## src/rtl/revaluate_unit_pkg.sv

```systemverilog
// Shared constants for the revaluation stage: slice geometry, frame size
// and FSM state encoding.
package revaluate_unit_pkg;

    localparam int SLICE_W        = 25;
    localparam int ROW_W          = 5;
    localparam int SLICES_DEFAULT = 64;

    localparam logic [1:0] ST_IDLE = 2'd0;
    localparam logic [1:0] ST_RUN  = 2'd1;
    localparam logic [1:0] ST_FIN  = 2'd2;

    // Lane (x, y) lives at bit 24-(5*y+x): row 0 occupies the top five bits.
    function automatic int slice_bit(input int x, input int y);
        return SLICE_W - 1 - (ROW_W * y + x);
    endfunction

endpackage

```

## src/rtl/revaluate_slice.sv

```systemverilog
// Combinational per-slice transform: each row is mixed independently as
// out[x] = a[x] ^ (~a[x+1] & a[x+2]), indices mod 5.
module revaluate_slice
    import revaluate_unit_pkg::*;
(
    input  logic [SLICE_W-1:0] slice_in,
    output logic [SLICE_W-1:0] slice_out
);

    genvar gi, gj;
    generate
        for (gi = 0; gi < ROW_W; gi++) begin : g_row
            for (gj = 0; gj < ROW_W; gj++) begin : g_col
                localparam int B0 = slice_bit(gj, gi);
                localparam int B1 = slice_bit((gj + 1) % ROW_W, gi);
                localparam int B2 = slice_bit((gj + 2) % ROW_W, gi);
                assign slice_out[B0] = slice_in[B0] ^ (~slice_in[B1] & slice_in[B2]);
            end
        end
    endgenerate

endmodule

```

## src/rtl/revaluate_unit.sv

```systemverilog
// Frame-level revaluation unit: accepts SLICES slices per started frame,
// transforms each and presents it through a single-entry output register.
module revaluate_unit
    import revaluate_unit_pkg::*;
#(
    parameter int SLICES = SLICES_DEFAULT
) (
    input  logic               clk,
    input  logic               rst,
    input  logic               start,
    input  logic [SLICE_W-1:0] in_slice,
    input  logic               in_valid,
    output logic               in_ready,
    output logic [SLICE_W-1:0] out_slice,
    output logic               out_valid,
    input  logic               out_ready,
    output logic               out_last,
    output logic               busy,
    output logic               done
);

    localparam int CNT_W = $clog2(SLICES + 1);

    logic [1:0]         state_reg, state_next;
    logic [CNT_W-1:0]   in_cnt_reg;
    logic [SLICE_W-1:0] out_slice_reg;
    logic [SLICE_W-1:0] xform_slice;
    logic               out_valid_reg;
    logic               out_last_reg;
    logic               in_hs, out_hs, start_go;
    logic               cnt_clr, cnt_inc;

    revaluate_slice u_slice (
        .slice_in  (in_slice),
        .slice_out (xform_slice)
    );

    assign start_go = (state_reg == ST_IDLE) && start;
    assign in_ready = (state_reg == ST_RUN) && (in_cnt_reg < CNT_W'(SLICES))
                      && (!out_valid_reg || out_ready);
    assign in_hs    = in_valid && in_ready;
    assign out_hs   = out_valid_reg && out_ready;
    assign cnt_clr  = start_go;
    assign cnt_inc  = in_hs;

    always_comb begin
        state_next = state_reg;
        case (state_reg)
            ST_IDLE: if (start) state_next = ST_RUN;
            ST_RUN:  if (out_hs && out_last_reg) state_next = ST_FIN;
            ST_FIN:  state_next = ST_IDLE;
            default: state_next = ST_IDLE;
        endcase
    end

    always_ff @(posedge clk or negedge rst) begin
        if (!rst) begin
            state_reg <= ST_IDLE;
        end else begin
            state_reg <= state_next;
        end
    end

    // Accepted-slice counter: start only clears it from IDLE, so a stray
    // start mid-frame cannot rewind the frame.
    always_ff @(posedge clk or negedge rst) begin
        if (!rst) begin
            in_cnt_reg <= '0;
        end else if (cnt_clr) begin
            in_cnt_reg <= '0;
        end else if (cnt_inc) begin
            in_cnt_reg <= in_cnt_reg + CNT_W'(1);
        end
    end

    // A load wins over a drain so simultaneous handshakes stream bubble-free.
    always_ff @(posedge clk or negedge rst) begin
        if (!rst) begin
            out_slice_reg <= '0;
            out_valid_reg <= 1'b0;
            out_last_reg  <= 1'b0;
        end else if (in_hs) begin
            out_slice_reg <= xform_slice;
            out_valid_reg <= 1'b1;
            out_last_reg  <= (in_cnt_reg == CNT_W'(SLICES - 1));
        end else if (out_hs) begin
            out_valid_reg <= 1'b0;
            out_last_reg  <= 1'b0;
        end
    end

    assign out_slice = out_slice_reg;
    assign out_valid = out_valid_reg;
    assign out_last  = out_last_reg;
    assign busy      = (state_reg == ST_RUN);
    assign done      = (state_reg == ST_FIN);

endmodule

```

## config.mk

```make
export PLATFORM = sky130hd
export DESIGN_NAME = revaluate_unit
export DESIGN_NICKNAME = d
export VERILOG_FILES = /design/src/rtl/revaluate_unit_pkg.sv /design/src/rtl/revaluate_slice.sv /design/src/rtl/revaluate_unit.sv
export SDC_FILE = /design/constraint.sdc
export NUM_CORES = 1
export LEC_CHECK = 0
export BUFFER_PORTS_ARGS = -buffer_cell sky130_fd_sc_hd__buf_2
export CORE_ASPECT_RATIO = 1.4
export CORE_MARGIN = 10
export CORE_UTILIZATION = 50
export CTS_BUF_LIST = sky130_fd_sc_hd__clkbuf_4
export DETAILED_ROUTE_END_ITERATION = 10
export HOLD_SLACK_MARGIN = 0.05
export PLACE_DENSITY = 0.83
export SLEW_MARGIN = 20
export SYNTH_ARGS = -nofsm -noshare
export SYNTH_HDL_FRONTEND = slang
export SYNTH_SLANG_ARGS = --single-unit
```

## constraint.sdc

```tcl
create_clock -name clk -period 2.1 [get_ports clk]
set_clock_uncertainty 0.05 [all_clocks]
set_input_delay 0.42 -clock clk [delete_from_list [all_inputs] [get_ports clk]]
set_output_delay 0.42 -clock clk [all_outputs]
set_load 0.05 [all_outputs]
```

==> flow_summary.toml, run 1 <==
[cts]
path_clk_slew_ps = 120
cts_buffers = 5
clock-root-buffer = "sky130_fd_sc_hd__clkbuf_4"
cts_repair_resize_count = 0
h-tree-depth = 2
clock_latency_ps = 350
tritoncts = "done"
clock_path_buffers = 2
clock_sink_count = 36
cts-hold-fix-buffers = 0
post-cts-setup-buffer-count = 0

[global_route]
grt_use_total_pct = 13.3
grt_overflow = 0
grt_pass1_vias = 1607
antenna_found_initial = 0
grt_first_pass_wirelength_um = 7160
grt_max_degree = 37

[sta]
final_setup_violation_count = 0
grt_setup_unrepaired = "false"
totalNegativeSetupSlack_ps = 0
final_slew_violations = 0
timing_worst_slew_pin_value_ps = 794
final_period_minus_worst_setup_slack_ps = 2010
slew_margin_rel_pct = 47.1
final-hold-violation-count = 0
min_period_over_period_pct = 95.7
setup_ws_ps = 89.7
max_clock_freq_ghz = 0.497

[synth]
syn-num-nets = 222
yosys_most_used_dff = "sky130_fd_sc_hd__dfrtp_1"
netlist_instances = 191
asyncSetResetFlopFracSynth_pct = 100
synth_cell_types = 30
syn_avg_cell_area_um2 = 9.78
yosysWarnings = 0
synth.most_common_cell = "sky130_fd_sc_hd__o21ai_0"
synth_largest_area_cell = "sky130_fd_sc_hd__dfrtp_1"
synth.yosys.seq_area_share_pct = 48.2
synth_top_cells_by_count = "sky130_fd_sc_hd__o21ai_0 (52), sky130_fd_sc_hd__dfrtp_1 (36), sky130_fd_sc_hd__nor2b_1 (26), sky130_fd_sc_hd__xnor2_1 (25), sky130_fd_sc_hd__nand2_1 (9)"
synthesis.area_um2 = 1870
synth_enable_flop_cells = 0
yosys_register_bits = 36
synth_area_leaders = "sky130_fd_sc_hd__dfrtp_1 (48%), sky130_fd_sc_hd__o21ai_0 (14%), sky130_fd_sc_hd__xnor2_1 (12%)"
yosysTopAreaCellShare_pct = 48.2

[power]
static-leakage-power_nw = 1.02
pwr_density_cell_nw_per_um2 = 942
vdd_ir_drop_max_mv = 0.530

[layout]
largest_reg_flops = 25
area_delta_synth_final_pct = 21.6
antenna_diodes = 0
final_cell_area_um2 = 2270
finish.utilization_pct = 62.4
final_layout_size_suffix_gt1_share_pct = 30.0
num-nets-final = 283

[critical_path]
critPathTopFamily = "simple AND/OR/NAND/NOR gates"
setup.worst_path.end_class = "output port"
cpMaxStageDelayCell = "sky130_fd_sc_hd__dfrtp_1"
cp.arrival_ps = 1540
critical_path_buf_inv_count = 1
reg2reg_from = "in_cnt_reg[6]"
worst_setup_path_start_kind = "flip-flop"
critical_path_peak_fanout = 6
path_cells = "or2b_1, nor3_4, clkbuf_4"
startpoint = "state_reg[0]"
crit_required_ps = 1630
worst-setup-path-type = "reg -> out"
timing.critical_path.slowest_cell_delay_ps = 460

[placed_design]
place_ws_ps = 414
weighted_congestion_reported_at_the_end_of_routability_driven_placement = 0.767
dp_hpwl_um = 3380
placement.io_buffers = 59
detailed_place.area_um2 = 2220

[floorplanning]
fp.dieW_um = 71.7
initial_standard_cell_utilization_of_the_core_pct = 51.3
vertical_extent_of_the_die_um = 92.3
core_area_um2 = 3640
core.rowCount = 26
die_area_um2 = 6620
ios = 60

[route]
post_drt_via_cell_ratio = 5.26
drc = 0
antenna_left = 0
wl_um = 4300
vias = 1551
drt_initial_violations = 38
drt-pass1-iter-count = 4
route.detailed.wl_per_inst_um = 14.6

[worst_hold_path]
hold_class = "in -> async"

[run_status]
outcome = "completed"

[job]
timing.max_cap.violations = 0
[area by class of cell]
type                    count  area, um^2
flip-flops and latches     36         901
clock inverters             3        13.8
fillers                   334        1370
repair buffers             62         320
clock buffers               5        37.5
well taps                  42        52.6
multi-input cells         146         943
inverters                   1        3.75
[layer usage]
| layer | vias up | share of wire, % | global-route usage [%] |
|---|---|---|---|
| met4 | 0 | 2.4 | 6.80 |
| met2 | 31 | 55 | 23.9 |
| met1 | 740 | 38 | 13.1 |
| li1 | 772 | - | - |
| met3 | 8 | 5.1 | 4.17 |
| met5 | - | 0 | 0 |
[final timing paths]
path | to | slack, ps | cells after the start
max | in_ready | 90 | 3
min | out_slice[6] | 80 | 1
max reg2reg | in_cnt_reg[3] | 450 | 3
min reg2reg | in_cnt_reg[4] | 450 | 1
max in group asynchronous | out_slice[22] | 1400 | 1
min in group clk | out_slice[7] | 320 | 3
[cells in the final DEF, fill, tap and decap left out]
master | Yosys | layout
sky130_fd_sc_hd__buf_2 | 1 | 58
sky130_fd_sc_hd__o21ai_0 | 52 | 52
sky130_fd_sc_hd__dfrtp_1 | 36 | 36
sky130_fd_sc_hd__nor2b_1 | 26 | 25
sky130_fd_sc_hd__xnor2_1 | 25 | 25
sky130_fd_sc_hd__nand2_1 | 9 | 9
sky130_fd_sc_hd__nand3_1 | 6 | 6
sky130_fd_sc_hd__clkbuf_4 | 0 | 6
sky130_fd_sc_hd__mux2i_1 | 4 | 4
sky130_fd_sc_hd__nand2b_1 | 3 | 3
sky130_fd_sc_hd__a21oi_1 | 3 | 3
sky130_fd_sc_hd__buf_4 | 0 | 3
sky130_fd_sc_hd__clkinv_2 | 0 | 2
sky130_fd_sc_hd__or2b_1 | 1 | 1
sky130_fd_sc_hd__inv_1 | 1 | 1
sky130_fd_sc_hd__nor2b_2 | 0 | 1
sky130_fd_sc_hd__nor3_4 | 0 | 1
sky130_fd_sc_hd__and2b_1 | 1 | 1
sky130_fd_sc_hd__and4bb_2 | 1 | 1
sky130_fd_sc_hd__nand2_2 | 1 | 1
sky130_fd_sc_hd__nand4bb_4 | 1 | 1
sky130_fd_sc_hd__o21ai_1 | 1 | 1
sky130_fd_sc_hd__nor2_1 | 1 | 1
sky130_fd_sc_hd__or2_2 | 1 | 1
sky130_fd_sc_hd__or3b_2 | 1 | 1
sky130_fd_sc_hd__nor3b_1 | 1 | 1
sky130_fd_sc_hd__a21o_1 | 1 | 1
sky130_fd_sc_hd__nor4_1 | 1 | 1
sky130_fd_sc_hd__nor3_1 | 2 | 1
sky130_fd_sc_hd__o31ai_1 | 1 | 1
sky130_fd_sc_hd__or4_1 | 1 | 1
sky130_fd_sc_hd__or3_1 | 1 | 1
sky130_fd_sc_hd__ha_1 | 1 | 1
sky130_fd_sc_hd__clkinv_1 | 0 | 1
[through the flow]
| stage | power (W) | hold WS (ps) | cells |
|---|---|---|---|
| after global routing | 0.00227 | 128 | 295 |
| after floorplan | 0.00155 | 74.4 | 191 |
| after global placement | 0.00179 | 419 | 287 |
| final | 0.00214 | 77.1 | 295 |
| after detailed placement | 0.00181 | 433 | 287 |
| after CTS | 0.00216 | 107 | 295 |
[cells by family (layout without fill, tap and decap cells)]
family | after synthesis | in the layout | synth area share (%)
mux | 4 | 4 | 2.14
flops | 36 | 36 | 48.2
buf+inv | 9 | 71 | 2.01
simple gates | 58 | 58 | 19.4
fa+ha+maj | 1 | 1 | 0.670
compound gates | 58 | 58 | 15.8
xor+xnor | 25 | 25 | 11.7
[power breakdown]
part           switching (W)  leakage [nW]  internal, W  total (W)
sequential         0.0000908         0.450     0.000831   0.000921
clock               0.000234        0.0324     0.000123   0.000357
combinational       0.000630         0.534     0.000232   0.000862
No activity file was read; power rests on OpenSTA's default activity.
==> inputs of run 2 (changes only) <==
--- a/config.mk
+++ b/config.mk
@@ -16,4 +16,5 @@
 export SLEW_MARGIN = 20
 export SYNTH_ARGS = -nofsm -noshare
 export SYNTH_HDL_FRONTEND = slang
+export SYNTH_HIERARCHICAL = 1
 export SYNTH_SLANG_ARGS = --single-unit
==> flow_summary.toml, run 2 <==
[critical_path]
setup.worst_path.end_class = "output port"
worst_setup_path_start_kind = "flip-flop"
crit_required_ps = 1630
startpoint = "out_valid"
worst-setup-path-type = "reg -> out"
reg2reg_from = "out_valid"
critical_path_peak_fanout = 7
reg2reg_depth = 4
r2r_setup_slack_ps = 580
r2r-end = "out_slice[4]"
cp.arrival_ps = 1390

[global_route]
grt_pass1_vias = 1460
grt_overflow = 0
antenna_found_initial = 0
grt_first_pass_wirelength_um = 6660
grt_use_total_pct = 12.2
grt_max_degree = 37

[cts]
tritoncts = "done"
clock-root-buffer = "sky130_fd_sc_hd__clkbuf_4"
h-tree-depth = 2
clock_path_buffers = 2
post-cts-setup-buffer-count = 0
clock_sink_count = 36
cts_repair_resize_count = 0
cts_buffers = 5
path_clk_slew_ps = 110
cts-hold-fix-buffers = 0
clock_latency_ps = 330

[route]
drt_initial_violations = 69
antenna_left = 0
vias = 1300
drt-pass1-iter-count = 4
post_drt_via_cell_ratio = 4.98
drc = 0
wl_um = 3800
route.detailed.wl_per_inst_um = 14.6

[synth]
synth_area_leaders = "sky130_fd_sc_hd__dfrtp_1 (48%), sky130_fd_sc_hd__xnor2_1 (12%), sky130_fd_sc_hd__mux2_2 (8.9%)"
combinational_family_with_the_most_area_after_synthesis = "multiplexers"
synth_largest_area_cell = "sky130_fd_sc_hd__dfrtp_1"
synthesis.area_um2 = 1900
syn_avg_cell_area_um2 = 12.2
synth_mux_area_share_pct = 20.0
synth_compound_gate_area_share_pct = 1.12
synth_cell_types = 26
yosysTopAreaCellShare_pct = 47.5
synth_simple_gate_area_share_pct = 16.8
yosys_most_used_dff = "sky130_fd_sc_hd__dfrtp_1"
synth_top_cells_by_count = "sky130_fd_sc_hd__dfrtp_1 (36), sky130_fd_sc_hd__nand2b_1 (26), sky130_fd_sc_hd__xnor2_1 (25), sky130_fd_sc_hd__mux2_2 (15), sky130_fd_sc_hd__nand2_1 (13)"
yosys_register_bits = 36
post_synth_fa_ha_maj_area_fraction_pct = 0.660
asyncSetResetFlopFracSynth_pct = 100
synth-xor-area-share_pct = 11.6
synth.yosys.seq_area_share_pct = 47.5
synth_enable_flop_cells = 0
yosysWarnings = 6
synth.most_common_cell = "sky130_fd_sc_hd__dfrtp_1"
syn-num-nets = 186
netlist_instances = 155

[sta]
setup_ws_ps = 241
final-hold-violation-count = 0
totalNegativeSetupSlack_ps = 0
max_clock_freq_ghz = 0.538
slew_margin_rel_pct = 48.9
min_period_over_period_pct = 88.5
timing_worst_slew_pin_value_ps = 767
final_setup_violation_count = 0
worst_hold_slack_ps = 95.2
final_period_minus_worst_setup_slack_ps = 1860
grt_setup_unrepaired = "false"
final_slew_violations = 0

[layout]
final_cells = 261
largest_reg_flops = 25
commonest_non_fill_non_tap_cell_in_the_layout = "sky130_fd_sc_hd__buf_2"
layout.cells.most_common_list = "sky130_fd_sc_hd__buf_2 (59), sky130_fd_sc_hd__dfrtp_1 (36), sky130_fd_sc_hd__nand2b_1 (26)"
num-fill-cells = 310
antenna_diodes = 0
area_delta_synth_final_pct = 21.5
num-nets-final = 249
final_layout_size_suffix_gt1_share_pct = 44.3

[placed_design]
place_ws_ps = 449
dp_hpwl_um = 3020
weighted_congestion_reported_at_the_end_of_routability_driven_placement = 0.738
placement.io_buffers = 59
dp.cells = 253

[floorplanning]
vertical_extent_of_the_die_um = 92.9
fp.dieW_um = 72.0
core_area_um2 = 3640
core.rowCount = 26
die_area_um2 = 6690
ios = 60
initial_standard_cell_utilization_of_the_core_pct = 52.0

[power]
static-leakage-power_nw = 1.13
vdd_ir_drop_max_mv = 0.722
report.power.total_w = 0.00249
pwr_density_cell_nw_per_um2 = 1080

[job]
timing.max_cap.violations = 0

[run_status]
outcome = "completed"

[worst_hold_path]
hold_class = "in -> async"
==> run 2: cell types whose count changed after synthesis, moves of 4 or more <==
cell,before,now
sky130_fd_sc_hd__o21ai_0,52,1
sky130_fd_sc_hd__nor2b_1,26,2
sky130_fd_sc_hd__nand2b_1,3,26
sky130_fd_sc_hd__mux2_2,0,15
sky130_fd_sc_hd__mux2_4,0,10
sky130_fd_sc_hd__clkbuf_1,5,1
sky130_fd_sc_hd__nand2_1,9,13
==> run 2: report_power, final <==
group / internal (W) / switching [W] / total [W]
Sequential: 0.000864 / 0.000105 / 0.000969
Combinational: 0.000351 / 0.000706 / 0.00106
Clock: 0.000243 / 0.000225 / 0.000468
==> run 2: final cells by class <==
| class | instances | area (um^2) | share of cell area [%] |
|---|---|---|---|
| Tap cell | 42 | 52.6 | 2.28 |
| Multi-Input combinational cell | 114 | 956 | 41.5 |
| Clock inverter | 3 | 37.5 | 1.63 |
| Sequential cell | 36 | 901 | 39.1 |
| Inverter | 1 | 3.75 | 0.163 |
| Clock buffer | 5 | 37.5 | 1.63 |
| Timing Repair Buffer | 60 | 315 | 13.7 |
==> run 2: logic make-up (layout without fill, tap and decap cells) <==
| kind of cell | count (synthesis) | in the layout |
|---|---|---|
| buffers and inverters | 5 | 69 |
| adders and majority gates | 1 | 1 |
| DFF | 36 | 36 |
| muxes | 31 | 31 |
| AOI/OAI and AO/OA | 3 | 3 |
| xor gates and xnor gates | 25 | 25 |
| and+or+nand+nor | 54 | 54 |
==> run 2: worst max-delay path by stage <==
stage	slack [ps]	endpoint	depth (start not counted)
global placement	470	out_slice[6]	5
detailed placement	450	out_slice[4]	5
global route	150	in_ready	4
floorplan	180	in_ready	3
finish	240	in_ready	4
CTS	220	in_ready	4
==> run 2: critical path, cell delays in order (launching register included) <==
cell                      delay [ps]
sky130_fd_sc_hd__dfrtp_1         410
sky130_fd_sc_hd__or2b_4          250
sky130_fd_sc_hd__nand2_1          70
sky130_fd_sc_hd__nor2_2           70
sky130_fd_sc_hd__buf_2           260
==> run 2: through the flow <==
stage	area [um^2]	utilization (%)
floorplan	1900	-
global placement	2230	61.2
detailed placement	2230	61.2
finish	2300	63.2
CTS	2300	63.2
global route	2300	63.2
==> run 2: routing by layer <==
| layer | track usage (%) | vias to the layer above | wire (um) |
|---|---|---|---|
| li1 | - | 643 | - |
| met1 | 12.2 | 616 | 1440 |
| met2 | 22.0 | 37 | 2060 |
| met3 | 4.49 | 4 | 239 |
| met4 | 4.85 | 0 | 65 |
| met5 | 0 | - | 0 |
==> inputs of run 3 (changes only) <==
--- a/config.mk
+++ b/config.mk
@@ -13,6 +13,7 @@
 export DETAILED_ROUTE_END_ITERATION = 10
 export HOLD_SLACK_MARGIN = 0.05
 export PLACE_DENSITY = 0.83
+export REMOVE_ABC_BUFFERS = 1
 export SLEW_MARGIN = 20
 export SYNTH_ARGS = -nofsm -noshare
 export SYNTH_HDL_FRONTEND = slang
==> flow_summary.toml, run 3 (synthesized netlist as in run 2, its figures left out) <==
[route]
drc = 0
drt_initial_violations = 51
vias = 1280
wl_met1_um = 1360
drt-pass1-iter-count = 2
route.met3.wl_um = 237
antenna_left = 0
route.detailed.wl_per_inst_um = 14.5
wl_um = 3810
post_drt_via_cell_ratio = 4.89
route.met2.wl_um = 2140
topRoutingLayerUsed = "met4"

[floorplanning]
core.rowCount = 26
fp.dieW_um = 72.0
vertical_extent_of_the_die_um = 92.9
core_area_um2 = 3640
die_area_um2 = 6690
initial_standard_cell_utilization_of_the_core_pct = 52.0
ios = 60

[power]
pwr_density_cell_nw_per_um2 = 1040
static-leakage-power_nw = 1.12
report.power.total_w = 0.00237
vdd_ir_drop_max_mv = 0.604

[layout]
layout.cells.most_common_list = "sky130_fd_sc_hd__buf_2 (59), sky130_fd_sc_hd__dfrtp_1 (36), sky130_fd_sc_hd__nand2b_1 (26)"
num-nets-final = 250
commonest_non_fill_non_tap_cell_in_the_layout = "sky130_fd_sc_hd__buf_2"
antenna_diodes = 0
num-fill-cells = 318
final_layout_size_suffix_gt1_share_pct = 44.1
area_delta_synth_final_pct = 19.7
largest_reg_flops = 25
finish.utilization_pct = 62.3

[sta]
final_period_minus_worst_setup_slack_ps = 1860
final-hold-violation-count = 0
final_setup_violation_count = 0
min_period_over_period_pct = 88.5
setup_ws_ps = 242
final_slew_violations = 0
totalNegativeSetupSlack_ps = 0
grt_setup_unrepaired = "false"
max_clock_freq_ghz = 0.538
slew_margin_rel_pct = 49.2
worst_hold_slack_ps = 93.0
timing_worst_slew_pin_value_ps = 762

[cts]
tritoncts = "done"
path_clk_slew_ps = 100
clock_sink_count = 36
clock_path_buffers = 2
h-tree-depth = 2
post-cts-setup-buffer-count = 0
cts-hold-fix-buffers = 0
cts_buffers = 5
clock_latency_ps = 340
clock-root-buffer = "sky130_fd_sc_hd__clkbuf_4"
cts_repair_resize_count = 0

[critical_path]
r2r_setup_slack_ps = 540
path_cells = "or2b_4, nand2_1, nor2_1, buf_2"
worst-setup-path-type = "reg -> out"
worst_setup_path_start_kind = "flip-flop"
cp.arrival_ps = 1390
timing.critical_path.slowest_cell_delay_ps = 410
crit_required_ps = 1630
reg2reg_depth = 4
reg2reg_from = "out_valid"
critical_path_peak_fanout = 7
cpMaxStageDelayCell = "sky130_fd_sc_hd__dfrtp_1"
r2r-end = "out_slice[7]"
setup.worst_path.end_class = "output port"

[placed_design]
weighted_congestion_reported_at_the_end_of_routability_driven_placement = 0.769
placement.io_buffers = 59
place_ws_ps = 400
dp_hpwl_um = 3010

[global_route]
grt_overflow = 0
grt_max_degree = 37
grt_first_pass_wirelength_um = 6270
grt_pass1_vias = 1369
grt_use_total_pct = 11.8
antenna_found_initial = 0

[job]
timing.max_cap.violations = 0

[run_status]
outcome = "completed"

[worst_hold_path]
hold_class = "in -> async"
[run 3: area by class of cell]
class | count | area (um^2) | share of cell area (%)
clock buffers | 5 | 37.5 | 1.65
clock inverters | 3 | 13.8 | 0.606
inverters | 1 | 3.75 | 0.165
multi-input cells | 114 | 951 | 41.9
flip-flops and latches | 36 | 901 | 39.7
well taps | 42 | 52.6 | 2.32
repair buffers | 61 | 310 | 13.7
[run 3: how the worst max path moves through the flow]
stage	cells after the start	endpoint	slack [ps]	startpoint
6_report	4	in_ready	240	out_valid
2_1_floorplan	3	in_ready	-300	state_reg[1]
3_5_place_dp	5	out_slice[7]	400	out_ready
3_3_place_gp	5	out_slice[4]	440	out_ready
4_1_cts	4	in_ready	210	out_valid
5_1_grt	4	in_ready	150	out_valid
[run 3: power by group]
part	switching, W	leakage, nW	internal (W)
clock network	0.000222	0.0324	0.000123
logic	0.000708	0.655	0.000347
registers	0.000107	0.433	0.000864
total	0.00104	1.12	0.00133
[run 3: worst max-delay path: cells and delay by family, from the launching register on]
family	cells	cell delay, ps
buf+inv	1	260
flops	1	410
simple gates	3	380
[run 3: routing by layer]
metal  track usage, %  vias up
li1                 -      640
met2             21.3       25
met5                0        -
met3             5.45        5
met1             10.9      610
met4             4.85        0
[run 3: metrics by stage]
step	cell area, um^2	std cells
floorplan	1860	151
global placement	2220	254
detailed placement	2220	254
CTS	2270	262
global route	2270	262
finish	2270	262
